<file path="config.mk">
export PLATFORM = sky130hd
export DESIGN_NAME = fetch_unit
export DESIGN_NICKNAME = d
export VERILOG_FILES = /design/src/rtl/fetch_unit_pkg.sv /design/src/rtl/fetch_unit_pc_counter_reg.sv /design/src/rtl/fetch_unit.sv
export SDC_FILE = /design/constraint.sdc
export NUM_CORES = 1
export LEC_CHECK = 0
export ABC_CLOCK_PERIOD_IN_PS = 4200
export CAP_MARGIN = 40
export CELL_PAD_IN_SITES_DETAIL_PLACEMENT = 0
export CELL_PAD_IN_SITES_GLOBAL_PLACEMENT = 2
export CORE_MARGIN = 2
export CORE_UTILIZATION = 27
export CTS_BUF_LIST = sky130_fd_sc_hd__clkbuf_4 sky130_fd_sc_hd__clkbuf_8
export DETAILED_ROUTE_END_ITERATION = 10
export GPL_TIMING_DRIVEN = 1
export PLACE_DENSITY_LB_ADDON = 0.1
export SETUP_SLACK_MARGIN = 0.1
export SYNTH_ARGS = -nofsm -noshare
export SYNTH_HDL_FRONTEND = slang
export SYNTH_SLANG_ARGS = --single-unit
</file>
<file path="constraint.sdc">
create_clock -name clock -period 4.2 [get_ports clock]
set_input_delay 0.63 -clock clock [delete_from_list [all_inputs] [get_ports clock]]
set_output_delay 0.63 -clock clock [all_outputs]
set_load 0.01 [all_outputs]
</file>
<file path="src/rtl/fetch_unit_pkg.sv">
// rtl/fetch_unit_pkg.sv - shared architecture constants for the fetch stage (halt items under FETCH_HALT_EN)
package fetch_unit_pkg;

    localparam int ADDRESS_SIZE     = 12;
    localparam int INSTRUCTION_SIZE = 16;

    localparam logic [INSTRUCTION_SIZE-1:0] NOP_INSTRUCTION = 16'h0000;

`ifdef FETCH_HALT_EN
    localparam int OPCODE_HI   = 15;
    localparam int OPCODE_LO   = 12;
    localparam int OPCODE_SIZE = OPCODE_HI - OPCODE_LO + 1;

    localparam logic [OPCODE_SIZE-1:0] HALT_OPCODE = 4'hF;

    localparam logic [0:0] FETCH_RUN    = 1'b0;
    localparam logic [0:0] FETCH_HALTED = 1'b1;

    function automatic logic is_halt(input logic [INSTRUCTION_SIZE-1:0] word);
        return word[OPCODE_HI:OPCODE_LO] == HALT_OPCODE;
    endfunction
`endif

endpackage

</file>
<file path="src/rtl/fetch_unit_pc_counter_reg.sv">
// rtl/fetch_unit_pc_counter_reg.sv - program counter register with load, wrapping increment and hold
module fetch_unit_pc_counter_reg
    import fetch_unit_pkg::*;
(
    input  logic                    clock,
    input  logic                    reset,
    input  logic                    load,
    input  logic [ADDRESS_SIZE-1:0] load_value,
    input  logic                    advance,
    output logic [ADDRESS_SIZE-1:0] value
);

    localparam logic [ADDRESS_SIZE-1:0] STEP = ADDRESS_SIZE'(1);

    // Increment wraps naturally at the register width; no overflow indication.
    always_ff @(posedge clock or negedge reset) begin
        if (!reset) begin
            value <= '0;
        end else if (load) begin
            value <= load_value;
        end else if (advance) begin
            value <= value + STEP;
        end
    end

endmodule

</file>
<file path="src/rtl/fetch_unit.sv">
// rtl/fetch_unit.sv - instruction fetch stage; FETCH_HALT_EN adds the HALTED state
module fetch_unit
    import fetch_unit_pkg::*;
(
    input  logic                        clock,
    input  logic                        reset,
    input  logic                        stall,
    input  logic                        jump,
    input  logic [ADDRESS_SIZE-1:0]     jump_address,
    output logic [ADDRESS_SIZE-1:0]     fetch_address,
    input  logic [INSTRUCTION_SIZE-1:0] fetch_data,
    output logic [ADDRESS_SIZE-1:0]     pc,
    output logic [INSTRUCTION_SIZE-1:0] instruction,
    output logic                        halted
);

    logic [ADDRESS_SIZE-1:0] pc_counter;
    logic                    advance;

`ifdef FETCH_HALT_EN
    logic [0:0] state;

    assign halted = (state == FETCH_HALTED);

    always_ff @(posedge clock or negedge reset) begin
        if (!reset) begin
            state <= FETCH_RUN;
        end else if (jump) begin
            state <= FETCH_RUN;
        end else if (advance && is_halt(fetch_data)) begin
            state <= FETCH_HALTED;
        end
    end
`else
    assign halted = 1'b0;
`endif

    // Jump outranks halt and stall; only a clean RUN cycle moves the counter.
    assign advance       = !jump && !halted && !stall;
    assign fetch_address = pc_counter;

    fetch_unit_pc_counter_reg u_pc_counter_reg (
        .clock      (clock),
        .reset      (reset),
        .load       (jump),
        .load_value (jump_address),
        .advance    (advance),
        .value      (pc_counter)
    );

    always_ff @(posedge clock or negedge reset) begin
        if (!reset) begin
            pc          <= '0;
            instruction <= NOP_INSTRUCTION;
        end else if (jump || halted) begin
            // Redirect bubble and halted idle both present a NOP at address 0.
            pc          <= '0;
            instruction <= NOP_INSTRUCTION;
        end else if (!stall) begin
            pc          <= pc_counter;
            instruction <= fetch_data;
        end
    end

endmodule

</file>
# ---- After elaboration in Yosys (flattened, before gate mapping)
# Cells that the tools add are included.
dict set report word_totals {
  reg_bits 40
  input_bits 32
}
dict set report op_classes {
  muxes 6
  reduce_logical 4
  n_eq_ne 1
  addsub 1
}
# operator n
set ops {}
lappend ops {{$mux 12} 4}
lappend ops {{$mux 16} 2}
lappend ops {{$add 12x1->12 const B} 1}
lappend ops {{$logic_not 1->1} 2}
lappend ops {{$ne 2x1->1 const B} 1}
lappend ops {{$reduce_bool 2->1} 1}
lappend ops {{$logic_and 1x1->1} 1}

# ---- Logic depth before layout (Yosys ltp)
# Gate-level depths: netlist of the first run.
dict set report logic_depth {
  depth_word 4
  ltp_mapped 5
  mapped_depth_nobuf 5
}

# ---- By module
# A second synthesis of the first run with hierarchy kept.
dict set report unflattened {
  cells_unflattened 165
  hier_area_um2 1820.5
}
# module area_per_inst_um2 n_inst cells_each
set by_module_without_submodules {}
lappend by_module_without_submodules {fetch_unit 1148.6 1 93}
lappend by_module_without_submodules {fetch_unit_pc_counter_reg 671.9 1 72}

# ---- Least setup slack after synthesis of the first run
# No wires, ideal clock.
dict set report synth_path {
  path_type {input-to-reg}
  start {in stall}
  end {reg u_pc_counter_reg.value[11]}
  path_stages 5
  slack_ps 2551
  arrival_time_ps 1524
  n_path_buf 1
  setup_ps 125
  cell_sequence {buf_2 -> and3b_1 -> and4bb_1 -> xor2_1 -> mux2_2}
}
dict set report synth_via {
  elab_chain_len 3
}
# element line
set synth_lines {}
lappend synth_lines {{from (decl)} fetch_unit.sv:7} ;# input logic stall,
lappend synth_lines {{$logic_not 1->1} -}
lappend synth_lines {{$logic_and 1x1->1} fetch_unit.sv:39} ;# assign advance = !jump && !halted && !stall;
lappend synth_lines {{$reduce_bool 2->1 (no line)} -}
lappend synth_lines {{to (signal assigned)} fetch_unit_pc_counter_reg.sv:20} ;# value <= load_value;
lappend synth_lines {{to (signal assigned)} fetch_unit_pc_counter_reg.sv:22} ;# value <= value + STEP;
lappend synth_lines {{to (decl)} fetch_unit_pc_counter_reg.sv:10} ;# output logic [ADDRESS_SIZE-1:0] value
# No other way between the ends.
# A chain may end at the register's enable or synchronous reset.

# ---- Worst setup path in the final report of the first run
dict set report layout_path {
  start {reg u_pc_counter_reg.value[3]}
  end {out fetch_address[3]}
}
# element line
set layout_lines {}
lappend layout_lines {{to (decl)} fetch_unit.sv:10} ;# output logic [ADDRESS_SIZE-1:0] fetch_address,
# No word-level cell between the ends.

==> impl_metrics.json, run 1 <==
{
  "status": "completed",
  "register_area_um2": 1000,
  "fin_crit_sh_pct": 48.4,
  "power_density_cells_nw_per_um2": 355,
  "postPlaceCellArea_um2": 2580,
  "hold_path.class": "input pin to asynchronous set/reset pin",
  "cp-end-kind": "output port",
  "synth.cell_area_um2": 1800,
  "cts-htree-levels": 2,
  "grt_pass1_vias": 1404,
  "via_per_inst": 4.32,
  "post_synth.cell_area_avg_um2": 11.0,
  "synth.lib_cells_used.distinct": 24,
  "dp_hpwl_um": 3010,
  "p_leak_nw": 1.23,
  "design.final.nets": 264,
  "antenna_found_initial": 0,
  "tritoncts": "done",
  "relSlewSlack_pct": 43.7,
  "finalWorstSetupSlack_ps": 2170,
  "layout-drive-gt1-share_pct": 6.90,
  "tritoncts.num_buffers": 5,
  "seqPwrFrac_pct": 46.0,
  "cell_by_cell_listing_of_the_critical_path": "clkdlybuf4s50_1",
  "holdBufCountCts": 0,
  "cp.required_ps": 3570,
  "grt_usage_pct": 12.3,
  "grt_first_pass_wirelength_um": 7120,
  "timing.rr.end": "u_pc_counter_reg.value[10]",
  "globalplace.congestion": 0.697,
  "ant_nets": 0,
  "i_o_buffers": 71,
  "synth-seq-area-share_pct": 55.6,
  "tightest_slew_ps": 844,
  "clk_pin_slew_ps": 80,
  "grt_setup_unrepaired": "no",
  "avgRoutedWirePerCell_um": 13.8,
  "max_cap_viol_count": 0,
  "comb_power_share_pct": 18.9,
  "routed_wirelength_um": 4270,
  "clk_root_buffer_cell": "sky130_fd_sc_hd__clkbuf_8",
  "slowest_stage": "sky130_fd_sc_hd__clkdlybuf4s50_1",
  "die_area_um2": 7340,
  "maximum_net_fanout_on_the_critical_path": 8,
  "area_used_by_multi_input_combinational_logic_um2": 741,
  "synth.ff_latch_count": 40,
  "grt_max_degree": 52,
  "cts_buffer_depth": 2,
  "switching_share_pct": 24.2,
  "worstSetupStartpointType": "flip-flop",
  "core_area_um2": 6390,
  "critPathMaxStageDelay_ps": 600,
  "timing.reg2reg.setup_slack_ps": 2720,
  "flow.area_growth_from_synthesis_pct": 50.6,
  "report.final.slew_viol_count": 0,
  "cp.arrival_ps": 1400,
  "cts_sinks": 40,
  "cts.repair.resized": 0,
  "via_count": 1336,
  "cts_post_setup_buffers_inserted": 0,
  "global_route.overflow_total": 0,
  "clock-skew-final_ps": 4.38,
  "synthesis.yosys.warnings": 0,
  "floorplan.io_pins": 73,
  "drc": 0,
  "number_of_buffers_and_inverters_on_the_critical_path": 1,
  "die_y_um": 85.7,
  "cells_on_worst_reg2reg_path": 5,
  "period_minus_slack_ps": 2030,
  "critical_path_type": "flip-flop to output port",
  "die_w_um": 85.7,
  "first_pass_iters": 4,
  "number_of_core_rows": 29,
  "postLayoutCellArea_um2": 2710,
  "power.clock.fraction_pct": 35.1,
  "cell_family_with_the_largest_share_of_critical_path_delay": "buffers and inverters",
  "syn-num-nets": 196,
  "maxClockFrequency_mhz": 492,
  "dp_slack_ps": 2210,
  "insertedDiodeCount": 0,
  "dr.first_iter.drc_count": 31,
  "r2r_start": "u_pc_counter_reg.value[0]",
  "clock_insertion_delay_worst_skew_ps": 290,
  "start_util_pct": 28.2,
  "hold_viol": 0,
  "fillers": 640,
  "netsw_mw": 0.233,
  "setup_viol": 0,
  "power_report.internal_total_mw": 0.730,
  "syn_inst_count": 163,
  "fin_setup_tns_ps": 0,
  "vdd_ir_drop_max_mv": 0.216
}
stage by stage:
stage	total power, mW	hold slack, ps	std cells	utilization [%]
after global routing	1.02	333	309	42.5
after global placement	0.628	504	299	39.7
final	0.963	310	309	42.5
after CTS	0.981	319	309	42.5
after detailed placement	0.636	515	301	40.5
after floorplan	0.523	334	163	-
per-layer routing:
| layer | GRT usage, % | part of all wire, % | vias up |
|---|---|---|---|
| met3 | 3.56 | 5.2 | 4 |
| met4 | 3.03 | 0.89 | 0 |
| li1 | - | - | 674 |
| met5 | 0 | 0 | - |
| met1 | 16.6 | 46 | 617 |
| met2 | 19.6 | 48 | 41 |
cell usage in the layout, fill, tap and decap left out, types with 2 or more instances in the layout:
cell type                         count
sky130_fd_sc_hd__nand2_1             15
sky130_fd_sc_hd__and3_1               2
sky130_fd_sc_hd__buf_2                3
sky130_fd_sc_hd__mux2i_1             29
sky130_fd_sc_hd__nand4_1              2
sky130_fd_sc_hd__o21ai_1              2
sky130_fd_sc_hd__xor2_1               6
sky130_fd_sc_hd__clkdlybuf4s50_1     68
sky130_fd_sc_hd__o21ai_0              9
sky130_fd_sc_hd__dfrtp_1             40
sky130_fd_sc_hd__clkbuf_8             7
sky130_fd_sc_hd__xnor2_1              5
sky130_fd_sc_hd__nor2_1              30
worst max path at each step:
stage | cells after the start | start | endpoint
after floorplan | 5 | stall | u_pc_counter_reg.value[11]
after global placement | 5 | stall | u_pc_counter_reg.value[11]
after detailed placement | 5 | stall | u_pc_counter_reg.value[11]
after CTS | 1 | u_pc_counter_reg.value[3] | fetch_address[3]
after global routing | 1 | u_pc_counter_reg.value[2] | fetch_address[2]
final | 1 | u_pc_counter_reg.value[3] | fetch_address[3]
kinds of logic (layout without fill, tap and decap cells):
group | Yosys count | count (layout) | synth area share (%)
buffers and inverters | 13 | 82 | 3.27
flip-flops | 40 | 40 | 55.6
adder cells (fa/ha/maj) | 1 | 1 | 0.695
multiplexers | 30 | 30 | 16.7
AND/OR/NAND/NOR | 56 | 56 | 15.1
other | 1 | 1 | 0.208
XOR/XNOR | 11 | 11 | 5.35
AO/OA/AOI/OAI | 11 | 11 | 3.06
power by group through the flow:
stage | Clock, mW | Sequential [mW] | Combinational, mW
2_1_floorplan | 0 | 0.457 | 0.0660
3_3_place_gp | 0 | 0.450 | 0.178
3_5_place_dp | 0 | 0.451 | 0.184
4_1_cts | 0.352 | 0.444 | 0.185
5_1_grt | 0.370 | 0.449 | 0.198
6_report | 0.338 | 0.443 | 0.182
state kept, by name, summed over array words and instances, names as in the netlist:
signal	flops
instruction	16
u_pc_counter_reg.value	12
pc	12
cell usage after synthesis:
library cell               count  area [um2]
sky130_fd_sc_hd__inv_1         1        3.75
sky130_fd_sc_hd__o21ai_0       9        45.0
sky130_fd_sc_hd__nor2b_1       1        6.26
sky130_fd_sc_hd__nor2_1       30         113
sky130_fd_sc_hd__nor3_1        1        5.00
sky130_fd_sc_hd__conb_1        1        3.75
sky130_fd_sc_hd__and4bb_1      1        12.5
sky130_fd_sc_hd__nand4_2       1        12.5
sky130_fd_sc_hd__xor2_1        6        52.6
sky130_fd_sc_hd__and3b_1       1        8.76
sky130_fd_sc_hd__nand2_1      15        56.3
sky130_fd_sc_hd__buf_4         1        7.51
sky130_fd_sc_hd__and3_1        2        12.5
sky130_fd_sc_hd__clkbuf_1      6        22.5
sky130_fd_sc_hd__o21ai_1       2        10.0
sky130_fd_sc_hd__nand4_1       2        12.5
sky130_fd_sc_hd__nor4b_4       1        23.8
sky130_fd_sc_hd__mux2_2        1        11.3
sky130_fd_sc_hd__nand4b_1      1        8.76
sky130_fd_sc_hd__xnor2_1       5        43.8
sky130_fd_sc_hd__buf_2         5        25.0
sky130_fd_sc_hd__ha_1          1        12.5
sky130_fd_sc_hd__mux2i_1      29         290
sky130_fd_sc_hd__dfrtp_1      40        1000
cell type report:
cell class,instances,share of cell area (%)
sequential,40,36.9
clock buffer,7,3.55
clock inverter,1,1.11
tap,77,3.55
inverter,1,0.138
multi-input combinational,110,27.3
timing repair buffer,73,27.4
worst reg2reg max path, delay by kind of cell (launching register included):
family / cells / cell delay, ps
and+or+nand+nor: 2 / 460
DFF: 1 / 450
adders and majority gates: 1 / 190
xor gates and xnor gates: 1 / 160
AOI/OAI and AO/OA: 1 / 70
(Power assumes the default switching activity.)
==> run 2, diff against run 1 <==
Settings changed: ABC_CLOCK_PERIOD_IN_PS 4200 to 1900.
Clock period 4.2 ns to 1.9 ns, I/O delays scaled along.
==> run 2 against run 1 <==
- critical endpoint is now fetch_address[2]
- sequential share of layout area is 0.66 points higher
- critical path type unchanged
- highest routed layer unchanged
- largest power group unchanged
- die area stayed put
- worst hold slack better by 80 ps
==> impl_metrics.json, run 2 (synthesis gave the netlist of run 1 again) <==
{
  "tritoncts": "done",
  "vdd_ir_drop_max_mv": 0.259,
  "ant_nets": 0,
  "flow.area_growth_from_synthesis_pct": 47.9,
  "largest_register_ffs": 16,
  "number_of_core_rows": 29,
  "p_leak_nw": 1.21,
  "finalCoreUtilization_pct": 41.7,
  "grt_pass1_vias": 1531,
  "cts_buffer_depth": 2,
  "hold_path.class": "input pin to flip-flop",
  "first_pass_iters": 4,
  "layout-drive-gt1-share_pct": 6.87,
  "floorplan.io_pins": 73,
  "core_area_um2": 6390,
  "largest_registers": "instruction: 16 flops, pc: 12 flops, u_pc_counter_reg.value: 12 flops",
  "whs_ps": 391,
  "fin_setup_tns_ps": 0,
  "min_path_cells": 2,
  "grt_max_degree": 35,
  "critical_path_type": "flip-flop to output port",
  "globalplace.congestion": 0.709,
  "avgRoutedWirePerCell_um": 14.1,
  "i_o_buffers": 71,
  "number_of_buffers_and_inverters_on_the_critical_path": 1,
  "design.final.nets": 266,
  "cp.required_ps": 1620,
  "cp-end-kind": "output port",
  "max_cap_viol_count": 0,
  "slowest_stage": "sky130_fd_sc_hd__clkdlybuf4s50_1",
  "hold_viol": 0,
  "clk_root_buffer_cell": "sky130_fd_sc_hd__clkbuf_8",
  "power_density_cells_nw_per_um2": 723,
  "cell_by_cell_listing_of_the_critical_path": "clkdlybuf4s50_1",
  "fillers": 634,
  "most_common_cell_after_layout_fill_and_taps_aside": "sky130_fd_sc_hd__clkdlybuf4s50_1",
  "cts-htree-levels": 2,
  "antenna_found_initial": 0,
  "die_area_um2": 7340,
  "grt_first_pass_wirelength_um": 7470,
  "period_minus_slack_ps": 1670,
  "grt_setup_unrepaired": "no",
  "global_route.overflow_total": 0,
  "clock_insertion_delay_worst_skew_ps": 290,
  "status": "completed",
  "dr.first_iter.drc_count": 33,
  "final_cell_mix": "sky130_fd_sc_hd__clkdlybuf4s50_1 (68), sky130_fd_sc_hd__dfrtp_1 (40), sky130_fd_sc_hd__nor2_1 (30)",
  "maximum_net_fanout_on_the_critical_path": 9,
  "relSlewSlack_pct": 64.3,
  "tightest_slew_ps": 535,
  "report.final.slew_viol_count": 0,
  "worstSetupStartpointType": "flip-flop",
  "critPathMaxStageDelay_ps": 590,
  "dp_hpwl_um": 3050,
  "via_per_inst": 4.48,
  "cp.arrival_ps": 1380,
  "via_count": 1390,
  "die_y_um": 85.7,
  "maxClockFrequency_mhz": 600,
  "post_layout_nonfiller_instances": 310,
  "fin_crit_sh_pct": 87.7,
  "die_w_um": 85.7,
  "start_util_pct": 28.2,
  "cp.depth": 1,
  "clock-skew-final_ps": 5.37,
  "routed_wirelength_um": 4360,
  "setup_viol": 0,
  "cell_family_with_the_largest_share_of_critical_path_delay": "buffers and inverters",
  "tritoncts.num_buffers": 5,
  "drc": 0,
  "cells_on_worst_reg2reg_path": 4,
  "insertedDiodeCount": 0,
  "regMostFlops": "instruction",
  "grt_usage_pct": 12.9,
  "cts_sinks": 40,
  "clk_pin_slew_ps": 70,
  "placed_cells_incl_taps": 302
}
[run 2: area by class of cell]
class	count	area, um2	share of cell area (%)
clock buffers	6	76.3	2.87
well taps	77	96.3	3.62
clock inverters	1	5.00	0.188
multi-input cells	110	741	27.8
inverters	1	3.75	0.141
repair buffers	75	741	27.8
flip-flops and latches	40	1000	37.6
[run 2: what timing repair did]
action                                 CTS  global route
setup buffers                            0             0
setup endpoints to repair                0             0
gates resized for setup                  0             0
endpoints found under the hold margin   20             0
hold buffers                             1             0
[run 2: metal layers]
metal | wire [um] | track usage [%] | up-vias
li1 | - | - | 675
met1 | 2010 | 16.7 | 669
met2 | 2060 | 21.0 | 40
met3 | 233 | 3.75 | 6
met4 | 54 | 3.90 | 0
met5 | 0 | 0 | -
[run 2: metrics by stage]
step	power [mW]	area, um2	worst slack (ps)
2_1_floorplan	1.16	1800	492
3_3_place_gp	1.40	2570	510
3_5_place_dp	1.40	2570	473
4_1_cts	1.97	2660	196
5_1_grt	2.05	2660	152
6_report	1.93	2660	233
[run 2: final timing paths]
check | slack (ps) | start | end
worst max-delay path | 230 | u_pc_counter_reg.value[2] | fetch_address[2]
worst min-delay path | 390 | jump | instruction[7]
worst max register to register | 470 | u_pc_counter_reg.value[4] | u_pc_counter_reg.value[11]
worst min register to register | 520 | pc[4] | pc[4]
max in group asynchronous | 750 | reset | u_pc_counter_reg.value[4]
min in group asynchronous | 500 | reset | instruction[11]
[run 2: report_power, final]
part           switching [mW]  internal [mW]  total (mW)
Sequential             0.0629          0.913       0.976
Combinational           0.165          0.235       0.401
Clock                   0.285          0.264       0.549
==> run 3, diff against run 2 <==
Settings changed: ABC_CLOCK_PERIOD_IN_PS 1900 to 1800, DONT_BUFFER_PORTS from default to 1.
Clock period 1.9 ns to 1.8 ns, I/O delays scaled along.
==> run 3 against run 2 <==
- count of clock-buffer cells in the layout is 2 higher
- first-iteration DRC count is 48% lower
- sequential share of layout area is 12 points higher
- combinational power is 53% lower
- die area stayed put
- global-route usage is 1.1 points lower
==> impl_metrics.json, run 3 (synthesis gave the netlist of run 1 again) <==
{
  "report.final.slew_viol_count": 0,
  "grt_usage_pct": 11.8,
  "grt_util_met1_pct": 13.4,
  "vdd_ir_drop_max_mv": 0.335,
  "power_report.internal_total_mw": 1.40,
  "largest_registers": "instruction: 16 flops, pc: 12 flops, u_pc_counter_reg.value: 12 flops",
  "start_util_pct": 28.2,
  "maximum_net_fanout_on_the_critical_path": 5,
  "antenna_found_initial": 0,
  "area_used_by_multi_input_combinational_logic_um2": 741,
  "first_pass_iters": 4,
  "critical_path_type": "flip-flop to flip-flop",
  "die_y_um": 85.7,
  "number_of_core_rows": 29,
  "design.final.nets": 197,
  "power.clock.fraction_pct": 34.2,
  "grt_setup_unrepaired": "no",
  "grt_max_degree": 52,
  "clk_pin_slew_ps": 80,
  "cells_on_worst_reg2reg_path": 4,
  "status": "completed",
  "final_cell_mix": "sky130_fd_sc_hd__dfrtp_1 (40), sky130_fd_sc_hd__nor2_1 (30), sky130_fd_sc_hd__mux2i_1 (29)",
  "most_common_cell_after_layout_fill_and_taps_aside": "sky130_fd_sc_hd__dfrtp_1",
  "die_w_um": 85.7,
  "fillers": 676,
  "cp.arrival_ps": 1640,
  "layout-drive-gt1-share_pct": 9.70,
  "groute.layer.met2.usage_pct": 19.8,
  "dp_slack_ps": 335,
  "ant_nets": 0,
  "i_o_buffers": 0,
  "min_path_cells": 1,
  "hold_path.class": "input pin to flip-flop",
  "via_per_inst": 4.79,
  "cts_sinks": 40,
  "die_area_um2": 7340,
  "cp.required_ps": 1980,
  "p_leak_nw": 0.965,
  "finalWorstSetupSlack_ps": 335,
  "tritoncts": "done",
  "cp-end-kind": "flip-flop",
  "fin_crit_sh_pct": 81.4,
  "avgRoutedWirePerCell_um": 16.6,
  "dp_hpwl_um": 2700,
  "fin_setup_tns_ps": 0,
  "maxClockFrequency_mhz": 682,
  "drc": 0,
  "cts-htree-levels": 2,
  "comb_power_share_pct": 10.0,
  "cts_buffer_depth": 2,
  "grt_first_pass_wirelength_um": 6620,
  "regMostFlops": "instruction",
  "via_count": 1160,
  "seqPwrFrac_pct": 55.9,
  "power_density_cells_nw_per_um2": 946,
  "floorplan.io_pins": 73,
  "globalplace.congestion": 0.689,
  "clock_insertion_delay_worst_skew_ps": 290,
  "dr.first_iter.drc_count": 17,
  "grt_pass1_vias": 1276,
  "max_cap_viol_count": 0,
  "period_minus_slack_ps": 1470,
  "tritoncts.num_buffers": 5,
  "register_area_um2": 1000,
  "worstSetupStartpointType": "flip-flop",
  "hold_viol": 0,
  "global_route.overflow_total": 0,
  "largest_register_ffs": 16,
  "clock-skew-final_ps": 4.22,
  "clk_root_buffer_cell": "sky130_fd_sc_hd__clkbuf_8",
  "core_area_um2": 6390,
  "grt_most_used_layer": "met2",
  "switching_share_pct": 25.9,
  "routed_wirelength_um": 4030,
  "groute.layer.met3.usage_pct": 5.10,
  "netsw_mw": 0.490,
  "setup_viol": 0,
  "insertedDiodeCount": 0,
  "flow.area_growth_from_synthesis_pct": 11.0
}
## run 3: worst paths after layout
path,endpoint,slack [ps],startpoint
setup / recovery,u_pc_counter_reg.value[11],330,u_pc_counter_reg.value[0]
hold reg to reg,instruction[11],600,instruction[11]
hold / removal,pc[10],40,jump
setup reg to reg,u_pc_counter_reg.value[11],330,u_pc_counter_reg.value[0]
min in group asynchronous,instruction[10],440,reset
max in group asynchronous,pc[9],1160,reset
## run 3: critical path: stages, from the launching register on
cell                       delay, ps
sky130_fd_sc_hd__dfrtp_1         480
sky130_fd_sc_hd__and3b_1         270
sky130_fd_sc_hd__and4bb_1        220
sky130_fd_sc_hd__xor2_1          130
sky130_fd_sc_hd__mux2_2          260
## run 3: area by class of cell
type | instances | share of cell area, %
Sequential cell | 40 | 50.1
Multi-Input combinational cell | 110 | 37.0
Clock buffer | 8 | 4.88
Tap cell | 77 | 4.82
Timing Repair Buffer | 6 | 3.00
Inverter | 1 | 0.188
## run 3: power by group through the flow
stage	Sequential, mW	Clock [mW]	Combinational, mW
3_5_place_dp	1.08	0	0.169
3_3_place_gp	1.08	0	0.165
5_1_grt	1.07	0.727	0.218
6_report	1.06	0.646	0.189
2_1_floorplan	1.07	0	0.154
4_1_cts	1.06	0.675	0.196
## run 3: per-stage QoR
stage               total power, mW  std cells  cell area, um2  util (%)  hold slack (ps)
global route                   2.01        242            2000      31.3             16.0
detailed placement             1.25        232            1870      29.3            -24.4
floorplan                      1.22        163            1800         -            -25.6
finish                         1.89        242            2000      31.3             44.0
CTS                            1.93        242            2000      31.3             26.8
global placement               1.24        232            1870      29.3            -24.4
## run 3: per-layer routing
metal | part of all wire (%) | vias up
met2 | 48 | 45
met3 | 8.0 | 6
met4 | 1.4 | 0
li1 | - | 540
met1 | 43 | 569
met5 | 0 | -
## run 3: repair_timing
item                                   CTS  global route
setup buffers                            0             0
endpoints found under the hold margin   40             0
resized for setup                        0             0
hold buffers                             2             0
